[src/rtl/pipe_hazard_ctrl_if.sv]
// Hazard-controller bus: pipeline status in, register-stage controls out.
// master = the controller, slave = the datapath/pipeline side.
`timescale 1ns/1ps
interface pipe_hazard_ctrl_if #(
  parameter int unsigned CNT_W = 16
) ();
  // Sequencing and hazard-detection inputs to the controller
  logic             start_i;
  logic [4:0]       id_rs1_addr_i;
  logic [4:0]       id_rs2_addr_i;
  logic             id_uses_rs2_i;
  logic             ex_memread_i;
  logic [4:0]       ex_rd_addr_i;
  logic             branch_taken_i;
  logic             mem_req_i;
  logic             mem_ack_i;

  // Pipeline-register controls and status from the controller
  logic             pc_write_o;
  logic             ifid_write_o;
  logic             ifid_flush_o;
  logic             idex_write_o;
  logic             idex_bubble_o;
  logic             exmem_write_o;
  logic             memwb_bubble_o;
  logic [1:0]       state_o;
  logic [CNT_W-1:0] stall_cnt_o;
  logic             fault_o;

  modport master (
    input  start_i, id_rs1_addr_i, id_rs2_addr_i, id_uses_rs2_i,
           ex_memread_i, ex_rd_addr_i, branch_taken_i, mem_req_i, mem_ack_i,
    output pc_write_o, ifid_write_o, ifid_flush_o, idex_write_o,
           idex_bubble_o, exmem_write_o, memwb_bubble_o, state_o,
           stall_cnt_o, fault_o
  );

  modport slave (
    output start_i, id_rs1_addr_i, id_rs2_addr_i, id_uses_rs2_i,
           ex_memread_i, ex_rd_addr_i, branch_taken_i, mem_req_i, mem_ack_i,
    input  pc_write_o, ifid_write_o, ifid_flush_o, idex_write_o,
           idex_bubble_o, exmem_write_o, memwb_bubble_o, state_o,
           stall_cnt_o, fault_o
  );
endinterface

[src/rtl/pipe_hazard_ctrl.sv]
// Central 5-stage pipeline controller: drives stage write-enables, flushes
// and bubbles; resolves load-use stalls, ID branch flushes and data-memory
// waits, with a sticky FAULT state when a memory wait times out.
`timescale 1ns/1ps
module pipe_hazard_ctrl #(
  parameter int unsigned CNT_W   = 16,
  parameter int unsigned TMO_CYC = 255,
  parameter int unsigned TMO_W   = 8
) (
  input  logic                    clk,
  input  logic                    rst_i,
  pipe_hazard_ctrl_if.master      bus
);

  typedef enum logic [1:0] {
    ST_IDLE     = 2'd0,
    ST_RUN      = 2'd1,
    ST_MEM_WAIT = 2'd2,
    ST_FAULT    = 2'd3
  } state_e;

  localparam logic [TMO_W-1:0] TMO_LIMIT = TMO_W'(TMO_CYC);

  state_e           state_q;
  state_e           state_d;
  logic [TMO_W-1:0] tmo_q;
  logic [TMO_W-1:0] tmo_d;
  logic [CNT_W-1:0] stall_q;
  logic             fault_q;

  logic             mem_stall;
  logic             load_use;
  logic             stall_inc;

  logic             pc_write;
  logic             ifid_write;
  logic             ifid_flush;
  logic             idex_write;
  logic             idex_bubble;
  logic             exmem_write;
  logic             memwb_bubble;

  // Hazard detection on the current ID/EX contents
  always_comb begin
    mem_stall = bus.mem_req_i & ~bus.mem_ack_i;
    load_use  = bus.ex_memread_i
              & (bus.ex_rd_addr_i != '0)
              & ((bus.id_rs1_addr_i == bus.ex_rd_addr_i)
                 | (bus.id_uses_rs2_i & (bus.id_rs2_addr_i == bus.ex_rd_addr_i)));
  end

  // Output decode and next-state/timeout logic from registered state and inputs
  always_comb begin
    pc_write     = 1'b0;
    ifid_write   = 1'b0;
    ifid_flush   = 1'b0;
    idex_write   = 1'b0;
    idex_bubble  = 1'b0;
    exmem_write  = 1'b0;
    memwb_bubble = 1'b0;
    state_d      = state_q;
    tmo_d        = tmo_q;

    unique case (state_q)
      ST_IDLE: begin
        idex_bubble  = 1'b1;
        memwb_bubble = 1'b1;
        if (bus.start_i) begin
          state_d = ST_RUN;
        end
      end

      ST_RUN: begin
        pc_write    = 1'b1;
        ifid_write  = 1'b1;
        idex_write  = 1'b1;
        exmem_write = 1'b1;
        if (mem_stall) begin
          // Memory wait dominates: freeze everything up to EX/MEM
          pc_write     = 1'b0;
          ifid_write   = 1'b0;
          idex_write   = 1'b0;
          exmem_write  = 1'b0;
          memwb_bubble = 1'b1;
          state_d      = ST_MEM_WAIT;
          tmo_d        = TMO_W'(1);
        end else if (load_use) begin
          // Hold PC and IF/ID, inject a bubble behind the load
          pc_write    = 1'b0;
          ifid_write  = 1'b0;
          idex_bubble = 1'b1;
        end else if (bus.branch_taken_i) begin
          ifid_flush = 1'b1;
        end
      end

      ST_MEM_WAIT: begin
        memwb_bubble = 1'b1;
        if (bus.mem_ack_i) begin
          state_d = ST_RUN;
          tmo_d   = '0;
        end else if (tmo_q == TMO_LIMIT) begin
          state_d = ST_FAULT;
          tmo_d   = '0;
        end else begin
          tmo_d = tmo_q + TMO_W'(1);
        end
      end

      ST_FAULT: begin
        idex_bubble  = 1'b1;
        memwb_bubble = 1'b1;
      end

      default: begin
        idex_bubble  = 1'b1;
        memwb_bubble = 1'b1;
        state_d      = ST_IDLE;
      end
    endcase
  end

  // Stall cycles are only counted while the pipeline is live
  always_comb begin
    stall_inc = ((state_q == ST_RUN) || (state_q == ST_MEM_WAIT)) && !pc_write;
  end

  // State, timeout counter, saturating stall counter and sticky fault flag
  always_ff @(posedge clk or posedge rst_i) begin
    if (rst_i) begin
      state_q <= ST_IDLE;
      tmo_q   <= '0;
      stall_q <= '0;
      fault_q <= 1'b0;
    end else begin
      state_q <= state_d;
      tmo_q   <= tmo_d;
      if (stall_inc && (stall_q != '1)) begin
        stall_q <= stall_q + CNT_W'(1);
      end
      if (state_d == ST_FAULT) begin
        fault_q <= 1'b1;
      end
    end
  end

  assign bus.pc_write_o     = pc_write;
  assign bus.ifid_write_o   = ifid_write;
  assign bus.ifid_flush_o   = ifid_flush;
  assign bus.idex_write_o   = idex_write;
  assign bus.idex_bubble_o  = idex_bubble;
  assign bus.exmem_write_o  = exmem_write;
  assign bus.memwb_bubble_o = memwb_bubble;
  assign bus.state_o        = state_q;
  assign bus.stall_cnt_o    = stall_q;
  assign bus.fault_o        = fault_q;

endmodule
[src/flat_wrapper.sv]
// flat-port wrapper written by rule: the top's interface ports become plain ports
module pipe_hazard_ctrl_flat 
#(
  parameter int unsigned CNT_W   = 16,
  parameter int unsigned TMO_CYC = 255,
  parameter int unsigned TMO_W   = 8
)
  (clk, rst_i, bus_start_i, bus_id_rs1_addr_i, bus_id_rs2_addr_i, bus_id_uses_rs2_i, bus_ex_memread_i, bus_ex_rd_addr_i, bus_branch_taken_i, bus_mem_req_i, bus_mem_ack_i, bus_pc_write_o, bus_ifid_write_o, bus_ifid_flush_o, bus_idex_write_o, bus_idex_bubble_o, bus_exmem_write_o, bus_memwb_bubble_o, bus_state_o, bus_stall_cnt_o, bus_fault_o);
  pipe_hazard_ctrl_if #(.CNT_W(CNT_W)) bus_i ();
  input  logic clk;
  input  logic rst_i;
  input wire logic [$bits(bus_i.start_i)-1:0] bus_start_i;
  input wire logic [$bits(bus_i.id_rs1_addr_i)-1:0] bus_id_rs1_addr_i;
  input wire logic [$bits(bus_i.id_rs2_addr_i)-1:0] bus_id_rs2_addr_i;
  input wire logic [$bits(bus_i.id_uses_rs2_i)-1:0] bus_id_uses_rs2_i;
  input wire logic [$bits(bus_i.ex_memread_i)-1:0] bus_ex_memread_i;
  input wire logic [$bits(bus_i.ex_rd_addr_i)-1:0] bus_ex_rd_addr_i;
  input wire logic [$bits(bus_i.branch_taken_i)-1:0] bus_branch_taken_i;
  input wire logic [$bits(bus_i.mem_req_i)-1:0] bus_mem_req_i;
  input wire logic [$bits(bus_i.mem_ack_i)-1:0] bus_mem_ack_i;
  output wire logic [$bits(bus_i.pc_write_o)-1:0] bus_pc_write_o;
  output wire logic [$bits(bus_i.ifid_write_o)-1:0] bus_ifid_write_o;
  output wire logic [$bits(bus_i.ifid_flush_o)-1:0] bus_ifid_flush_o;
  output wire logic [$bits(bus_i.idex_write_o)-1:0] bus_idex_write_o;
  output wire logic [$bits(bus_i.idex_bubble_o)-1:0] bus_idex_bubble_o;
  output wire logic [$bits(bus_i.exmem_write_o)-1:0] bus_exmem_write_o;
  output wire logic [$bits(bus_i.memwb_bubble_o)-1:0] bus_memwb_bubble_o;
  output wire logic [$bits(bus_i.state_o)-1:0] bus_state_o;
  output wire logic [$bits(bus_i.stall_cnt_o)-1:0] bus_stall_cnt_o;
  output wire logic [$bits(bus_i.fault_o)-1:0] bus_fault_o;
  assign bus_i.start_i = bus_start_i;
  assign bus_i.id_rs1_addr_i = bus_id_rs1_addr_i;
  assign bus_i.id_rs2_addr_i = bus_id_rs2_addr_i;
  assign bus_i.id_uses_rs2_i = bus_id_uses_rs2_i;
  assign bus_i.ex_memread_i = bus_ex_memread_i;
  assign bus_i.ex_rd_addr_i = bus_ex_rd_addr_i;
  assign bus_i.branch_taken_i = bus_branch_taken_i;
  assign bus_i.mem_req_i = bus_mem_req_i;
  assign bus_i.mem_ack_i = bus_mem_ack_i;
  assign bus_pc_write_o = bus_i.pc_write_o;
  assign bus_ifid_write_o = bus_i.ifid_write_o;
  assign bus_ifid_flush_o = bus_i.ifid_flush_o;
  assign bus_idex_write_o = bus_i.idex_write_o;
  assign bus_idex_bubble_o = bus_i.idex_bubble_o;
  assign bus_exmem_write_o = bus_i.exmem_write_o;
  assign bus_memwb_bubble_o = bus_i.memwb_bubble_o;
  assign bus_state_o = bus_i.state_o;
  assign bus_stall_cnt_o = bus_i.stall_cnt_o;
  assign bus_fault_o = bus_i.fault_o;
  pipe_hazard_ctrl #(.CNT_W(CNT_W), .TMO_CYC(TMO_CYC), .TMO_W(TMO_W)) u_core (.clk(clk), .rst_i(rst_i), .bus(bus_i));
endmodule
[config.mk]
export PLATFORM = sky130hd
export DESIGN_NAME = pipe_hazard_ctrl_flat
export DESIGN_NICKNAME = d
export VERILOG_FILES = /design/src/rtl/pipe_hazard_ctrl_if.sv /design/src/rtl/pipe_hazard_ctrl.sv /design/src/flat_wrapper.sv
export SDC_FILE = /design/constraint.sdc
export NUM_CORES = 1
export LEC_CHECK = 0
export CORE_AREA = 5 5 67 69
export CTS_BUF_LIST = sky130_fd_sc_hd__clkbuf_4
export CTS_CLUSTER_DIAMETER = 80
export DETAILED_ROUTE_END_ITERATION = 10
export DIE_AREA = 0 0 72 74
export PLACE_DENSITY = 0.74
export SLEW_MARGIN = 30
export SYNTH_ARGS = -nofsm -noshare
export SYNTH_HDL_FRONTEND = slang
export SYNTH_SLANG_ARGS = --single-unit
export TNS_END_PERCENT = 10
[constraint.sdc]
create_clock -name clk -period 5.6 [get_ports clk]
set_clock_uncertainty 0.15 [all_clocks]
set_input_delay 0.56 -clock clk [delete_from_list [all_inputs] [get_ports clk]]
set_output_delay 0.56 -clock clk [all_outputs]
set_load 0.01 [all_outputs]
# Word-level counts from Yosys, hierarchy flattened
# Cells that the tools add are included.
[word_totals] in_bits=23 register_bits=27 out_inout_bits=26 word_cells=54
[classes] n_addsub=2 n_mux=23 n_reduce_logical=10 eq_ne=9 bitwise_logic=6
[op_table] cell="two-way mux 8 bit" count=3
[op_table] cell="adder 16 x 1 -> 16 bit, second input constant" count=1
[op_table] cell="inequality test 16 bit, second input constant" count=1
[op_table] cell="case mux 8 bit (2 select lines)" count=1
[op_table] cell="two-way mux 1 bit" count=12
[op_table] cell="== test 5 bit" count=2
[op_table] cell="adder 8 x 1 -> 8 bit, second input constant" count=1
[op_table] cell="== test 8 bit, second input constant" count=1
[op_table] cell="two-way mux 2 bit" count=4
[op_table] cell="== test 2 bit, second input constant" count=3
[op_table] cell="case mux 2 bit (3 select lines)" count=1
[op_table] cell="nonzero test 5 bit" count=1
[op_table] cell="bitwise AND 1 bit" count=4
[op_table] cell="case mux 1 bit (2 select lines)" count=2
[op_table] cell="OR reduction 3 bit" count=1
[op_table] cell="== test 2 x 1 -> 1 bit, second input constant" count=1
[op_table] cell="logical AND 1 bit" count=2
[op_table] cell="logical NOT 2 bit" count=1
[op_table] cell="inequality test 2 x 1 -> 1 bit, second input constant" count=1
[op_table] cell="AND reduction 2 bit" count=1
[op_table] cell="nonzero test 2 bit" count=1
[op_table] cell="OR reduction 2 bit" count=1
[op_table] cell="logical NOT 1 bit" count=1
[op_table] cell="logical OR 1 bit" count=1
[op_table] cell="2 further kinds" count=2

# Depth between registers and ports, before layout
[logic_depth] depth_word=10 ltp_mapped=8 depth_no_buf=8

# Worst setup path before layout
# OpenSTA, ideal clock, no wires.
[synth_timing] kind="input -> output" startpoint="in bus_ex_rd_addr_i[3]" endpoint="out bus_idex_bubble_o" arrival_time_ns=1.649 setup_slack_ns=3.241 path_stages=5 path_cell_list="xor2_1 -> nor4_1 -> a32oi_1 -> or3_1 -> a21oi_1"
[synth_via] elab_chain_len=7 word_cells_on_any_way=10 classes_between="eq/ne: 2; mux: 3; bitwise: 4; reduce/logical: 1"
[synth_rtl] element="start, declared" line_no="flat_wrapper.sv:17" text="input wire logic [$bits(bus_i.ex_rd_addr_i)-1:0] bus_ex_rd_addr_i;"
[synth_rtl] element="== test 5 bit" line_no="pipe_hazard_ctrl.sv:49" text="| (bus.id_uses_rs2_i & (bus.id_rs2_addr_i == bus.ex_rd_addr_i)));"
[synth_rtl] element="bitwise AND 1 bit" line_no="pipe_hazard_ctrl.sv:49"
[synth_rtl] element="OR 1 bit" line_no="pipe_hazard_ctrl.sv:49"
[synth_rtl] element="bitwise AND 1 bit (*)" line_no="pipe_hazard_ctrl.sv:48" text="& ((bus.id_rs1_addr_i == bus.ex_rd_addr_i)"
[synth_rtl] element="two-way mux 1 bit (*)" line_no="pipe_hazard_ctrl.sv:87" text="end else if (load_use) begin"
[synth_rtl] element="two-way mux 1 bit (*)" line_no="pipe_hazard_ctrl.sv:78" text="if (mem_stall) begin"
[synth_rtl] element="case mux 1 bit (2 select lines) (*)" line_no="pipe_hazard_ctrl.sv:64" text="unique case (state_q)"
[synth_rtl] element="end, declared" line_no="flat_wrapper.sv:25" text="output wire logic [$bits(bus_i.idex_bubble_o)-1:0] bus_idex_bubble_o;"
# Mark *: on every way between the ends. The rest lies on a longest branch, timed or not.

# Final worst setup path
[layout_timing] startpoint="in bus_ex_rd_addr_i[1]" endpoint="out bus_ifid_flush_o"
[layout_via] elab_chain_len=7 word_cells_on_any_way=10 classes_between="eq/ne: 2; mux: 3; bitwise: 4; reduce/logical: 1"
[layout_rtl] element="== test 5 bit" line_no="pipe_hazard_ctrl.sv:49"
[layout_rtl] element="bitwise AND 1 bit" line_no="pipe_hazard_ctrl.sv:49"
[layout_rtl] element="OR 1 bit" line_no="pipe_hazard_ctrl.sv:49"
[layout_rtl] element="bitwise AND 1 bit (*)" line_no="pipe_hazard_ctrl.sv:48"
[layout_rtl] element="two-way mux 1 bit (*)" line_no="pipe_hazard_ctrl.sv:87"
[layout_rtl] element="two-way mux 1 bit (*)" line_no="pipe_hazard_ctrl.sv:78"
[layout_rtl] element="two-way mux 1 bit (*)" line_no="pipe_hazard_ctrl.sv:64"
[layout_rtl] element="end, declared" line_no="flat_wrapper.sv:23" text="output wire logic [$bits(bus_i.ifid_flush_o)-1:0] bus_ifid_flush_o;"
# Marked as above.

==> flow_summary.ini <==
[status]
status = finished, final reports clean

[pwr]
seqPwrFrac_pct = 36.8
combPwrFrac_pct = 52.1
p_sw_share_pct = 40.6
power.leakage_nw = 0.904
cellPowerDensity_nw_per_um2 = 362
intPower_w = 0.000468
p_switching_w = 0.000320
clkPwrFrac_pct = 11.1
vdd_drop_max_mv = 0.313

[setup_path]
slowest_stage = clkdlybuf4s50_1
required_ns = 4.89
r2r-start = u_core.bus.state_o[0]$_DFF_PP0_
path_common_cell = clkdlybuf4s50_1
start_kind = input pin
cp.buffers_inverters = 3
slowest_delay_ns = 0.47
crit_chain = clkdlybuf4s50_1 > xor2_1 > nor4_1 > a32oi_1 > o21ai_2 > inv_2 > and2_1 > clkdlybuf4s50_1
crit_path_end_kind = primary output
worst-path-stages = 8
crit_start = bus_ex_rd_addr_i[1]
ff2ff_path_depth = 7
worst-setup-path-type = input pin to primary output
crit_path_max_fanout = 12
crit_family = buffers and inverters
cp.arrival_ns = 2.88

[clock_tree]
clkTransAtPathRegs_ns = 0.16
numCtsBuffers = 3
clockBufferDepth = 2
cts_root_buffer = clkbuf_4
ctsResizeCount = 0
tritoncts = built
clock_latency_ns = 0.34
post_cts_buffers = 0
clock_sinks = 27
cts_hold_buffers = 0
htree_levels = 1

[final_layout]
final_cell_mix = 48 x clkdlybuf4s50_1, 27 x dfrtp_1, 17 x nand2_1
fillCellCount = 359
layout_commonest_cell = clkdlybuf4s50_1
drive_gt1_share_pct = 5.26
nets = 259
syn2layout_area_growth_pct = 33.3
num_antenna_cells = 0

[global_routing]
grt_util_met2_pct = 27.1
grt_antenna_before_repair = 0
grt_pass1_wl_um = 6690
grt-ovfl-total = 0
use_met1_pct = 20.7
grt_max_degree = 28
grt_pass1_vias = 1443
grt_usage_pct = 15.8
met3_usage_pct = 3.24
grt_busiest_layer = met2

[sta]
finalSetupViolations = 0
worst_slew_pin_slew_ns = 0.600
fmax_ghz = 0.278
rsz0062_at_grt = no
layout_setup_ws_ns = 2.01
post-route-period-util_pct = 64.2
min_period_ns = 3.59
drv_slew = 0
slew_headroom_pct = 59.6
hold_violations = 0
setup_tns_ns = 0

[hold_path]
hold_start = u_core.bus.fault_o$_DFFE_PP0N_
hp-class = flip-flop to flip-flop
whs_path_depth = 1

[die]
num_rows = 23
core_sq_um = 3860
die_h_um = 74
start_util_pct = 42.3
dieArea_sq_um = 5330
dieWidth_um = 72
io_pins = 49

[run]
cap_violations = 0

[logic_synthesis]
ys_seq_area_share_pct = 41.4
syn_area_per_cell_sq_um = 9.01
syn_nets = 211
syn-cell-area_sq_um = 1630
yosys.cell_types.count = 37
synth-seq-cells = 27
synthCells = 181
yosysWarnings = 0

[detailed_routing]
drc_errors = 0
routed_wl_um = 3880
drt_iter0_markers = 107
wl_per_cell_um = 13.9
dr.pass1.iters = 4
ant_nets = 0
vias = 1441
viasPerCell = 5.18

[place]
dp_slack_ns = 1.99
gp_congestion = 0.775
io_buffer_count = 48
hpwlAfterDp_um = 2940
==> flip-flops by register name (all words and copies together) (netlist names) <==
name,cells
u_core.bus.stall_cnt_o,16
u_core.bus.state_o,2
u_core.tmo_q,8
u_core.bus.fault_o,1
==> area by class of cell <==
cell class | count | area [sq um] | area share (%)
clock buffer | 3 | 22.5 | 1.04
clock inverter | 1 | 5.00 | 0.230
inverter | 7 | 26.3 | 1.21
multi-input combinational | 142 | 902 | 41.5
sequential | 27 | 676 | 31.1
tap | 50 | 62.6 | 2.88
timing repair buffer | 48 | 480 | 22.1
==> per-layer routing <==
layer  vias up  share of wire, %
li1        732                 -
met1       681                47
met2        23                49
met3         5               3.0
met4         0              0.88
met5         -                 0
==> through the flow <==
step,hold slack [ns],instance area [sq um],util [%],power (W),cells
after floorplan,0.301,1630,-,0.000521,181
after detailed placement,0.294,2150,55.7,0.000707,274
after global placement,0.294,2150,55.7,0.000701,274
after CTS,0.333,2170,56.4,0.000796,278
final,0.329,2170,56.4,0.000788,278
after global routing,0.363,2170,56.4,0.000857,278
==> cells by family (layout without fill, tap and decap cells) <==
| family | after synthesis | count (layout) | share of synthesized area, % |
|---|---|---|---|
| AO/OA/AOI/OAI | 31 | 31 | 11.2 |
| AND/OR/NAND/NOR | 77 | 77 | 23.8 |
| adder cells (fa/ha/maj) | 7 | 7 | 5.37 |
| multiplexers | 3 | 3 | 2.07 |
| flip-flops | 27 | 27 | 41.4 |
| XOR/XNOR | 24 | 24 | 12.9 |
| buffers and inverters | 12 | 59 | 3.30 |
==> cell usage after synthesis <==
library cell,count,area [sq um]
nor3_1,5,25.0
nor4_1,3,18.8
dfrtp_1,27,676
a22oi_1,1,7.51
o31ai_1,1,7.51
inv_1,6,22.5
a2bb2o_1,1,10.0
and4_1,1,8.76
a31oi_1,1,6.26
or3_1,1,6.26
a21oi_1,7,35.0
a32oi_1,1,8.76
a21o_1,1,7.51
or2_2,2,12.5
clkbuf_1,2,7.51
nand3_1,12,60.1
xnor2_1,11,96.3
ha_1,7,87.6
nand2_1,17,63.8
xor2_1,13,114
o21ai_0,14,70.1
o21ai_1,1,5.00
nor2_1,14,52.6
nor3b_1,1,7.51
and3_1,7,43.8
buf_4,2,15.0
mux2_2,3,33.8
nand4_1,9,56.3
and2_1,1,6.26
buf_2,1,5.00
nand2b_1,2,12.5
nor2b_1,1,6.26
o21ai_2,1,8.76
inv_2,1,3.75
o32ai_1,1,8.76
a21boi_0,1,7.51
or4_1,1,7.51
==> power groups by stage <==
stage / logic, W / clock network [W] / registers (W)
2_1_floorplan: 0.000218 / 0 / 0.000303
3_3_place_gp: 0.000407 / 0 / 0.000294
3_5_place_dp: 0.000412 / 0 / 0.000295
4_1_cts: 0.000414 / 0.0000906 / 0.000291
5_1_grt: 0.000459 / 0.0000995 / 0.000299
6_report: 0.000410 / 0.0000878 / 0.000290
==> final timing paths <==
path / end / slack (ns)
max: bus_ifid_flush_o / 2.01
min: u_core.bus.fault_o$_DFFE_PP0N_ / 0.33
max reg2reg: u_core.bus.stall_cnt_o[4]$_DFFE_PP0P_ / 3.32
min reg2reg: u_core.bus.fault_o$_DFFE_PP0N_ / 0.33
max in group asynchronous: u_core.tmo_q[7]$_DFFE_PP0P_ / 4.49
min in group asynchronous: u_core.bus.stall_cnt_o[6]$_DFFE_PP0P_ / 0.42
No activity file was read; power rests on OpenSTA's default activity.
